**src/rtl/spi_xfer_seq_pkg.sv**
```systemverilog
`default_nettype none
// ============================================================================
//  Module      : spi_xfer_seq_pkg
//  Description : Shared types and constants for the SPI transfer sequencer.
//  Revision    : 1.0 - initial release
// ============================================================================
package spi_xfer_seq_pkg;

    // Sequencer states: flush the FIFOs, run the framed transfer, hold CS off.
    typedef enum logic [1:0] {
        ST_IDLE   = 2'd0,
        ST_FLUSH  = 2'd1,
        ST_RUN    = 2'd2,
        ST_CSHOLD = 2'd3
    } state_t;

    // Largest header the 32-bit header word can carry.
    localparam logic [2:0] HDR_MAX = 3'd4;

    // Header lengths above HDR_MAX are treated as HDR_MAX.
    function automatic logic [2:0] clamp_hdr_len(input logic [2:0] l);
        return (l > HDR_MAX) ? HDR_MAX : l;
    endfunction

endpackage
`default_nettype wire

```
**src/rtl/spi_xfer_seq.sv**
```systemverilog
`default_nettype none
// ============================================================================
//  Module      : spi_xfer_seq
//  Description : Runs one chip-select-framed SPI transfer (header + data
//                phase) by driving the controller's TX/RX FIFOs, streaming
//                write data in and read data out over valid/ready.
//  Revision    : 1.0 - initial release
// ============================================================================
module spi_xfer_seq
    import spi_xfer_seq_pkg::*;
#(
    parameter int unsigned LW   = 8,
    parameter int unsigned RXD  = 15,
    parameter logic [7:0]  FILL = 8'hFF,
    parameter int unsigned CSH  = 2
) (
    input  logic          clk,
    input  logic          rst_n,
    input  logic          start,
    input  logic          dir,
    input  logic [2:0]    hdr_len,
    input  logic [31:0]   hdr,
    input  logic [LW-1:0] len,
    output logic          busy,
    output logic          done,
    input  logic [7:0]    s_tdata,
    input  logic          s_tvalid,
    output logic          s_tready,
    output logic [7:0]    m_tdata,
    output logic          m_tvalid,
    input  logic          m_tready,
    output logic          spi_wr,
    output logic [7:0]    spi_datai,
    input  logic          spi_tx_full,
    output logic          spi_rd,
    input  logic [7:0]    spi_datao,
    input  logic          spi_rx_empty,
    output logic          spi_rx_en,
    output logic          spi_tx_flush,
    output logic          spi_rx_flush,
    output logic          spi_ss
);

    // Counters span header + data, so one bit wider than the length field.
    localparam int unsigned    CW       = LW + 1;
    localparam int unsigned    CSW      = (CSH > 1) ? $clog2(CSH) : 1;
    localparam logic [CSW-1:0] CSH_LAST = CSW'(CSH - 1);
    localparam logic [CW-1:0]  RXD_LIM  = CW'(RXD);

    state_t          r_state;
    state_t          w_state_nxt;
    logic            r_dir;
    logic [2:0]      r_hdr_len;
    logic [CW-1:0]   r_total;
    logic [CW-1:0]   r_tx_cnt;
    logic [CW-1:0]   r_rx_cnt;
    logic [31:0]     r_hdr_sr;
    logic [CSW-1:0]  r_csh_cnt;

    logic [2:0]      w_hl_in;
    logic [5:0]      w_hdr_shamt;
    logic [CW-1:0]   w_hl_ext;
    logic [CW-1:0]   w_inflight;
    logic            w_run;
    logic            w_tx_hdr;
    logic            w_tx_room;
    logic            w_rx_fwd;
    logic            w_rx_avail;
    logic            w_last_pop;

    assign w_hl_in     = clamp_hdr_len(hdr_len);
    assign w_hdr_shamt = {HDR_MAX - w_hl_in, 3'b000};
    assign w_hl_ext    = CW'(r_hdr_len);
    assign w_inflight  = r_tx_cnt - r_rx_cnt;
    assign w_run       = (r_state == ST_RUN);
    assign w_tx_hdr    = (r_tx_cnt < w_hl_ext);
    // Throttling on bytes in flight keeps the RX FIFO from overflowing
    // while the read stream is back-pressured.
    assign w_tx_room   = w_run && (r_tx_cnt < r_total) && !spi_tx_full
                         && (w_inflight < RXD_LIM);
    assign w_rx_fwd    = r_dir && !(r_rx_cnt < w_hl_ext);
    assign w_rx_avail  = w_run && !spi_rx_empty && (r_rx_cnt < r_total);
    assign w_last_pop  = spi_rd && ((r_rx_cnt + CW'(1)) == r_total);

    // State register plus the registered control outputs, derived from the
    // next state so they line up with the state they describe.
    always_ff @(posedge clk or negedge rst_n) begin
        if (!rst_n) begin
            r_state      <= ST_IDLE;
            busy         <= 1'b0;
            done         <= 1'b0;
            spi_ss       <= 1'b0;
            spi_rx_en    <= 1'b0;
            spi_tx_flush <= 1'b0;
            spi_rx_flush <= 1'b0;
        end else begin
            r_state      <= w_state_nxt;
            busy         <= (w_state_nxt != ST_IDLE);
            done         <= (r_state == ST_CSHOLD) && (w_state_nxt == ST_IDLE);
            spi_ss       <= (w_state_nxt == ST_RUN);
            spi_rx_en    <= (w_state_nxt == ST_RUN);
            spi_tx_flush <= (w_state_nxt == ST_FLUSH);
            spi_rx_flush <= (w_state_nxt == ST_FLUSH);
        end
    end

    // Next-state decode.
    always_comb begin
        w_state_nxt = r_state;
        case (r_state)
            ST_IDLE:   if (start) w_state_nxt = ST_FLUSH;
            ST_FLUSH:  w_state_nxt = (r_total == '0) ? ST_CSHOLD : ST_RUN;
            ST_RUN:    if (w_last_pop) w_state_nxt = ST_CSHOLD;
            ST_CSHOLD: if (r_csh_cnt == CSH_LAST) w_state_nxt = ST_IDLE;
            default:   w_state_nxt = ST_IDLE;
        endcase
    end

    // Streaming handshakes and FIFO strobes for the TX and RX sides.
    always_comb begin
        spi_wr    = w_tx_room && (w_tx_hdr || r_dir || s_tvalid);
        s_tready  = w_tx_room && !w_tx_hdr && !r_dir && s_tvalid;
        spi_datai = 8'h00;
        if (spi_wr) begin
            if (w_tx_hdr)   spi_datai = r_hdr_sr[31:24];
            else if (r_dir) spi_datai = FILL;
            else            spi_datai = s_tdata;
        end
        m_tvalid = w_rx_avail && w_rx_fwd;
        m_tdata  = m_tvalid ? spi_datao : 8'h00;
        spi_rd   = w_rx_avail && (!w_rx_fwd || m_tready);
    end

    // Command latch, byte counters, header shifter and CS-hold counter.
    always_ff @(posedge clk or negedge rst_n) begin
        if (!rst_n) begin
            r_dir     <= 1'b0;
            r_hdr_len <= 3'd0;
            r_total   <= '0;
            r_tx_cnt  <= '0;
            r_rx_cnt  <= '0;
            r_hdr_sr  <= 32'h0;
            r_csh_cnt <= '0;
        end else begin
            if (r_state == ST_IDLE) begin
                if (start) begin
                    r_dir     <= dir;
                    r_hdr_len <= w_hl_in;
                    r_total   <= CW'(w_hl_in) + CW'(len);
                    r_hdr_sr  <= hdr << w_hdr_shamt;
                    r_tx_cnt  <= '0;
                    r_rx_cnt  <= '0;
                end
            end else if (w_run) begin
                if (spi_wr) begin
                    r_tx_cnt <= r_tx_cnt + CW'(1);
                    if (w_tx_hdr) r_hdr_sr <= {r_hdr_sr[23:0], 8'h00};
                end
                if (spi_rd) r_rx_cnt <= r_rx_cnt + CW'(1);
            end
            r_csh_cnt <= (r_state == ST_CSHOLD) ? r_csh_cnt + CSW'(1) : '0;
        end
    end

endmodule
`default_nettype wire

```
**config.mk**
```make
export PLATFORM = sky130hd
export DESIGN_NAME = spi_xfer_seq
export DESIGN_NICKNAME = d
export VERILOG_FILES = /design/src/rtl/spi_xfer_seq_pkg.sv /design/src/rtl/spi_xfer_seq.sv
export SDC_FILE = /design/constraint.sdc
export NUM_CORES = 1
export LEC_CHECK = 0
export ABC_AREA = 1
export CAP_MARGIN = 20
export CORE_MARGIN = 1.5
export CORE_UTILIZATION = 25
export DETAILED_ROUTE_END_ITERATION = 16
export PLACE_DENSITY = 0.47
export SLEW_MARGIN = 20
export SYNTH_ARGS = -nofsm -noshare
export SYNTH_HDL_FRONTEND = slang
export SYNTH_SLANG_ARGS = --single-unit
```
**constraint.sdc**
```tcl
create_clock -name clk -period 3.09 [get_ports clk]
set_input_delay 0.618 -clock clk [delete_from_list [all_inputs] [get_ports clk]]
set_output_delay 0.618 -clock clk [all_outputs]
set_load 0.01 [all_outputs]
```
==> results by group <==
Status
  • Run status: finished, violations left
  • Violations in the final reports: negative setup slack

Power and ir drop
  • Internal power component: between 3 and 4 mW
  • Flop pwr share: ~22%
  • Final Total Pwr: just under 6 mW
  • Logic pwr share: between 50% and 60%
  • P_sw: 2.80 mW
  • Clock network power share: between 10% and 20%
  • Proportion of total power due to net switching: a little under half
  • Peak VDD IR: 0.000282 V
  • Power density normalized to cell area: between 800 and 900 mW/mm2
  • Leak Pwr: 3.61 nW

Route
  • Routed wl met3: between 400 and 500 um
  • Via/cell ratio: 4.53
  • Met1 layer wirelength in the final routing: between 8 and 9 mm
  • Met2 WL: approximately 8.3 mm
  • DRC marker count from the first detailed-route iteration: 327
  • Wirelength per Cell: roughly 15 um
  • Vias: ~5400
  • Count of nets left with antenna violations after detail routing: 0
  • Highest metal layer used by the detailed router: met4
  • Final wirelength: around 17 mm
  • Number of design rule violations left after detail routing: 0
  • First-pass detailed-route iteration total: 5

STA
  • Ratio of final minimum period to clock period: 101%
  • Worst clock skew on the final layout: approximately 0.0076 ns
  • Final critical-path required period: 3.11 ns
  • Unrepaired setup endpoints after global routing: true
  • Count of final hold-check violations: 0
  • Crit path setup slack, layout: -0.0179 ns
  • Worst Max-Slew Pin Slew: between 0.5 and 0.6 ns
  • Peak clock frequency supported by timing: approximately 320 MHz
  • Worst hold slack: 0.271 ns
  • Setup violation total in the final timing report: 7
  • Max-Slew Margin vs Limit: about three fifths
  • Final Slew Violations: 0

Critical path
  • Data arrival time at the worst-slack endpoint: around 2.5 ns
  • Largest fanout on the critical path: 5
  • Critical path capture point type: primary output
  • Worst path required time: 2.47 ns
  • CP Class: register to primary output
  • CP Launch Type: register

Global routing
  • Grt total ovfl: 0
  • GRT Resource Usage Total: ~16%
  • Pin count of the biggest net entering global routing: 50
  • Vias in the first global route: roughly 5200
  • Antenna violations before repair: 0
  • Global-route wire length before repair: 27.5 mm

Cells and area
  • Number of antenna cells inserted: 0
  • Top library cells by usage in the layout, fill and taps aside: 247 x sky130_fd_sc_hd__nand2_1, 83 x sky130_fd_sc_hd__inv_1, 71 x sky130_fd_sc_hd__o21ai_0, 71 x sky130_fd_sc_hd__clkdlybuf4s50_1, 70 x sky130_fd_sc_hd__dfrtp_1
  • Total number of nets in the final design: a little over 1000
  • Share of layout cells above drive strength 1: 12.8%
  • Final cell count without fillers: roughly 1200
  • Area growth from synthesis to layout: 35.8%
  • Total of fill cells in the finished design: around 2300
  • Most common library cell in the layout ignoring fill and taps: sky130_fd_sc_hd__nand2_1

Clock tree
  • Number of clock sinks: 70
  • H-tree Lvls: 3
  • Reg clk slew, reported paths: 0.06 ns
  • Skew-Pair Late Insertion Delay: about 0.35 ns
  • Number of buffers inserted during clock tree synthesis: 9
  • CTS tree: yes
  • Largest buffer count on any clock path: 2
  • Master cell of the clock root buffer: sky130_fd_sc_hd__clkbuf_16

Synthesis
  • Cell count after synthesis: 776
  • Syn_nets: 880
  • Count of different cell masters after synthesis: 40
  • Number of warnings issued by yosys: 0
  • Share of the yosys chip area belonging to registers: 33.0%
  • Flip-flop and latch count after synthesis: 70
  • Mean post-synth cell area: 6.83 um2
  • Total standard cell area after synthesis: 0.00530 mm2

Floorplanning
  • Initial core utilization: 25.4%
  • X dimension of the die: 149 um
  • Std-Cell Core Area: ~0.021 mm2
  • Core Rows: 53
  • Die Y: roughly 150 um
  • Area of the die: between 0.02 and 0.025 mm2
  • Number of ports placed on the die boundary: 93

Place
  • Number of port buffers: 92
  • Sum of net half-perimeters after detailed placement: approximately 13 mm
  • Number of placed cells counting well taps: roughly 1200
  • GP Congestion: 0.823

Min path
  • Worst min-delay path category: input port to asynchronous set/reset pin

Flow run
  • Reported max-cap violation count: 0
==> critical path, cell delays in order (launching register included) <==
cell	delay, ns
sky130_fd_sc_hd__dfrtp_1	0.41
sky130_fd_sc_hd__ha_4	0.18
sky130_fd_sc_hd__fa_2	0.34
sky130_fd_sc_hd__inv_2	0.07
sky130_fd_sc_hd__nand2_2	0.05
sky130_fd_sc_hd__nand2_2	0.08
sky130_fd_sc_hd__nand2_1	0.05
sky130_fd_sc_hd__nand2_1	0.07
sky130_fd_sc_hd__nand3_2	0.06
sky130_fd_sc_hd__nor2_2	0.12
sky130_fd_sc_hd__nand2_2	0.07
sky130_fd_sc_hd__nor2_4	0.11
sky130_fd_sc_hd__nand4_4	0.13
sky130_fd_sc_hd__buf_4	0.18
sky130_fd_sc_hd__a21oi_2	0.09
sky130_fd_sc_hd__buf_2	0.14
==> Yosys cell counts (all sizes together) <==
library cell	instances	area share, %
buf	11	1.9
or2	2	0.24
a21oi	26	2.5
clkinv	3	0.21
o31ai	7	0.99
o21a	2	0.28
nor4	5	0.59
a32o	8	1.5
a31oi	1	0.12
nand4	3	0.64
nor3	10	1.0
o41ai	1	0.17
o21ai	72	6.8
nand2	254	19
nor2	63	4.6
nand3	67	6.3
nand3b	2	0.28
ha	35	8.3
xnor2	7	1.2
and2	1	0.12
dfrtp	70	33
xor2	6	0.99
o22ai	10	1.2
fa	2	0.75
a311oi	1	0.17
o2111ai	1	0.17
inv	90	6.4
clkbuf	16	1.1
==> through the flow <==
step	utilization [%]	worst slack (ns)	setup TNS [ns]	area (um2)
floorplan	-	0.357	0	5300
global placement	32.4	-0.0877	-0.739	6760
detailed placement	32.4	-0.134	-1.11	6760
CTS	34.1	-0.0538	-0.302	7120
global route	34.5	-0.182	-1.41	7200
finish	34.5	-0.0179	-0.0518	7200
==> logic make-up after synthesis <==
logic type               after synthesis  synth area share (%)
buffers and inverters                120                  9.70
AND/OR/NAND/NOR                      407                  32.3
flip-flops                            70                  33.0
adder cells (fa/ha/maj)               37                  9.01
AO/OA/AOI/OAI                        129                  13.8
XOR/XNOR                              13                  2.15
==> cell type report <==
type | instances | area [um2] | area share (%)
clock buffers | 11 | 243 | 3.37
clock inverters | 4 | 47.5 | 0.660
inverters | 93 | 352 | 4.88
multi-input cells | 588 | 3150 | 43.7
flip-flops and latches | 70 | 1750 | 24.3
well taps | 275 | 344 | 4.78
repair buffers | 147 | 1320 | 18.3
==> sequential cells by signal, summed over array words and instances, names as in the netlist <==
name / cells
r_hdr_sr: 32
r_csh_cnt: 1
r_dir: 1
r_state: 2
r_total: 9
r_hdr_len: 3
spi_rx_flush: 1
r_tx_cnt: 9
busy: 1
r_rx_cnt: 9
done: 1
spi_ss: 1
==> what timing repair did <==
action,4_1_cts,5_1_grt
setup endpoints to repair,19,56
setup buffers,7,3
hold buffers,0,0
pin swaps,5,4
gates cloned,0,2
resized for setup,74,12
==> final timing paths <==
check	startpoint	endpoint	slack, ns	cells after the start
max reg2reg	r_rx_cnt[0]	r_hdr_sr[4]	0.18	20
max	r_rx_cnt[0]	spi_datai[5]	-0.02	15
min reg2reg	r_csh_cnt	r_csh_cnt	0.46	1
min in group clk	r_csh_cnt	r_csh_cnt	0.46	1
max in group asynchronous	rst_n	r_csh_cnt	2.13	2
min	rst_n	r_hdr_sr[10]	0.27	1
==> power by group through the flow <==
stage          Clock, mW  Sequential [mW]  Combinational [mW]
2_1_floorplan          0             1.33                2.14
6_report            1.05             1.32                3.56
3_3_place_gp           0             1.33                3.39
3_5_place_dp           0             1.34                3.37
5_1_grt             1.12             1.35                4.02
4_1_cts             1.08             1.32                3.48
==> metal layers <==
layer	global-route usage [%]	up-vias
met3	2.82	13
li1	-	2807
met1	20.8	2489
met4	4.01	0
met5	0	-
met2	27.3	70
No activity file was read; power rests on OpenSTA's default activity.
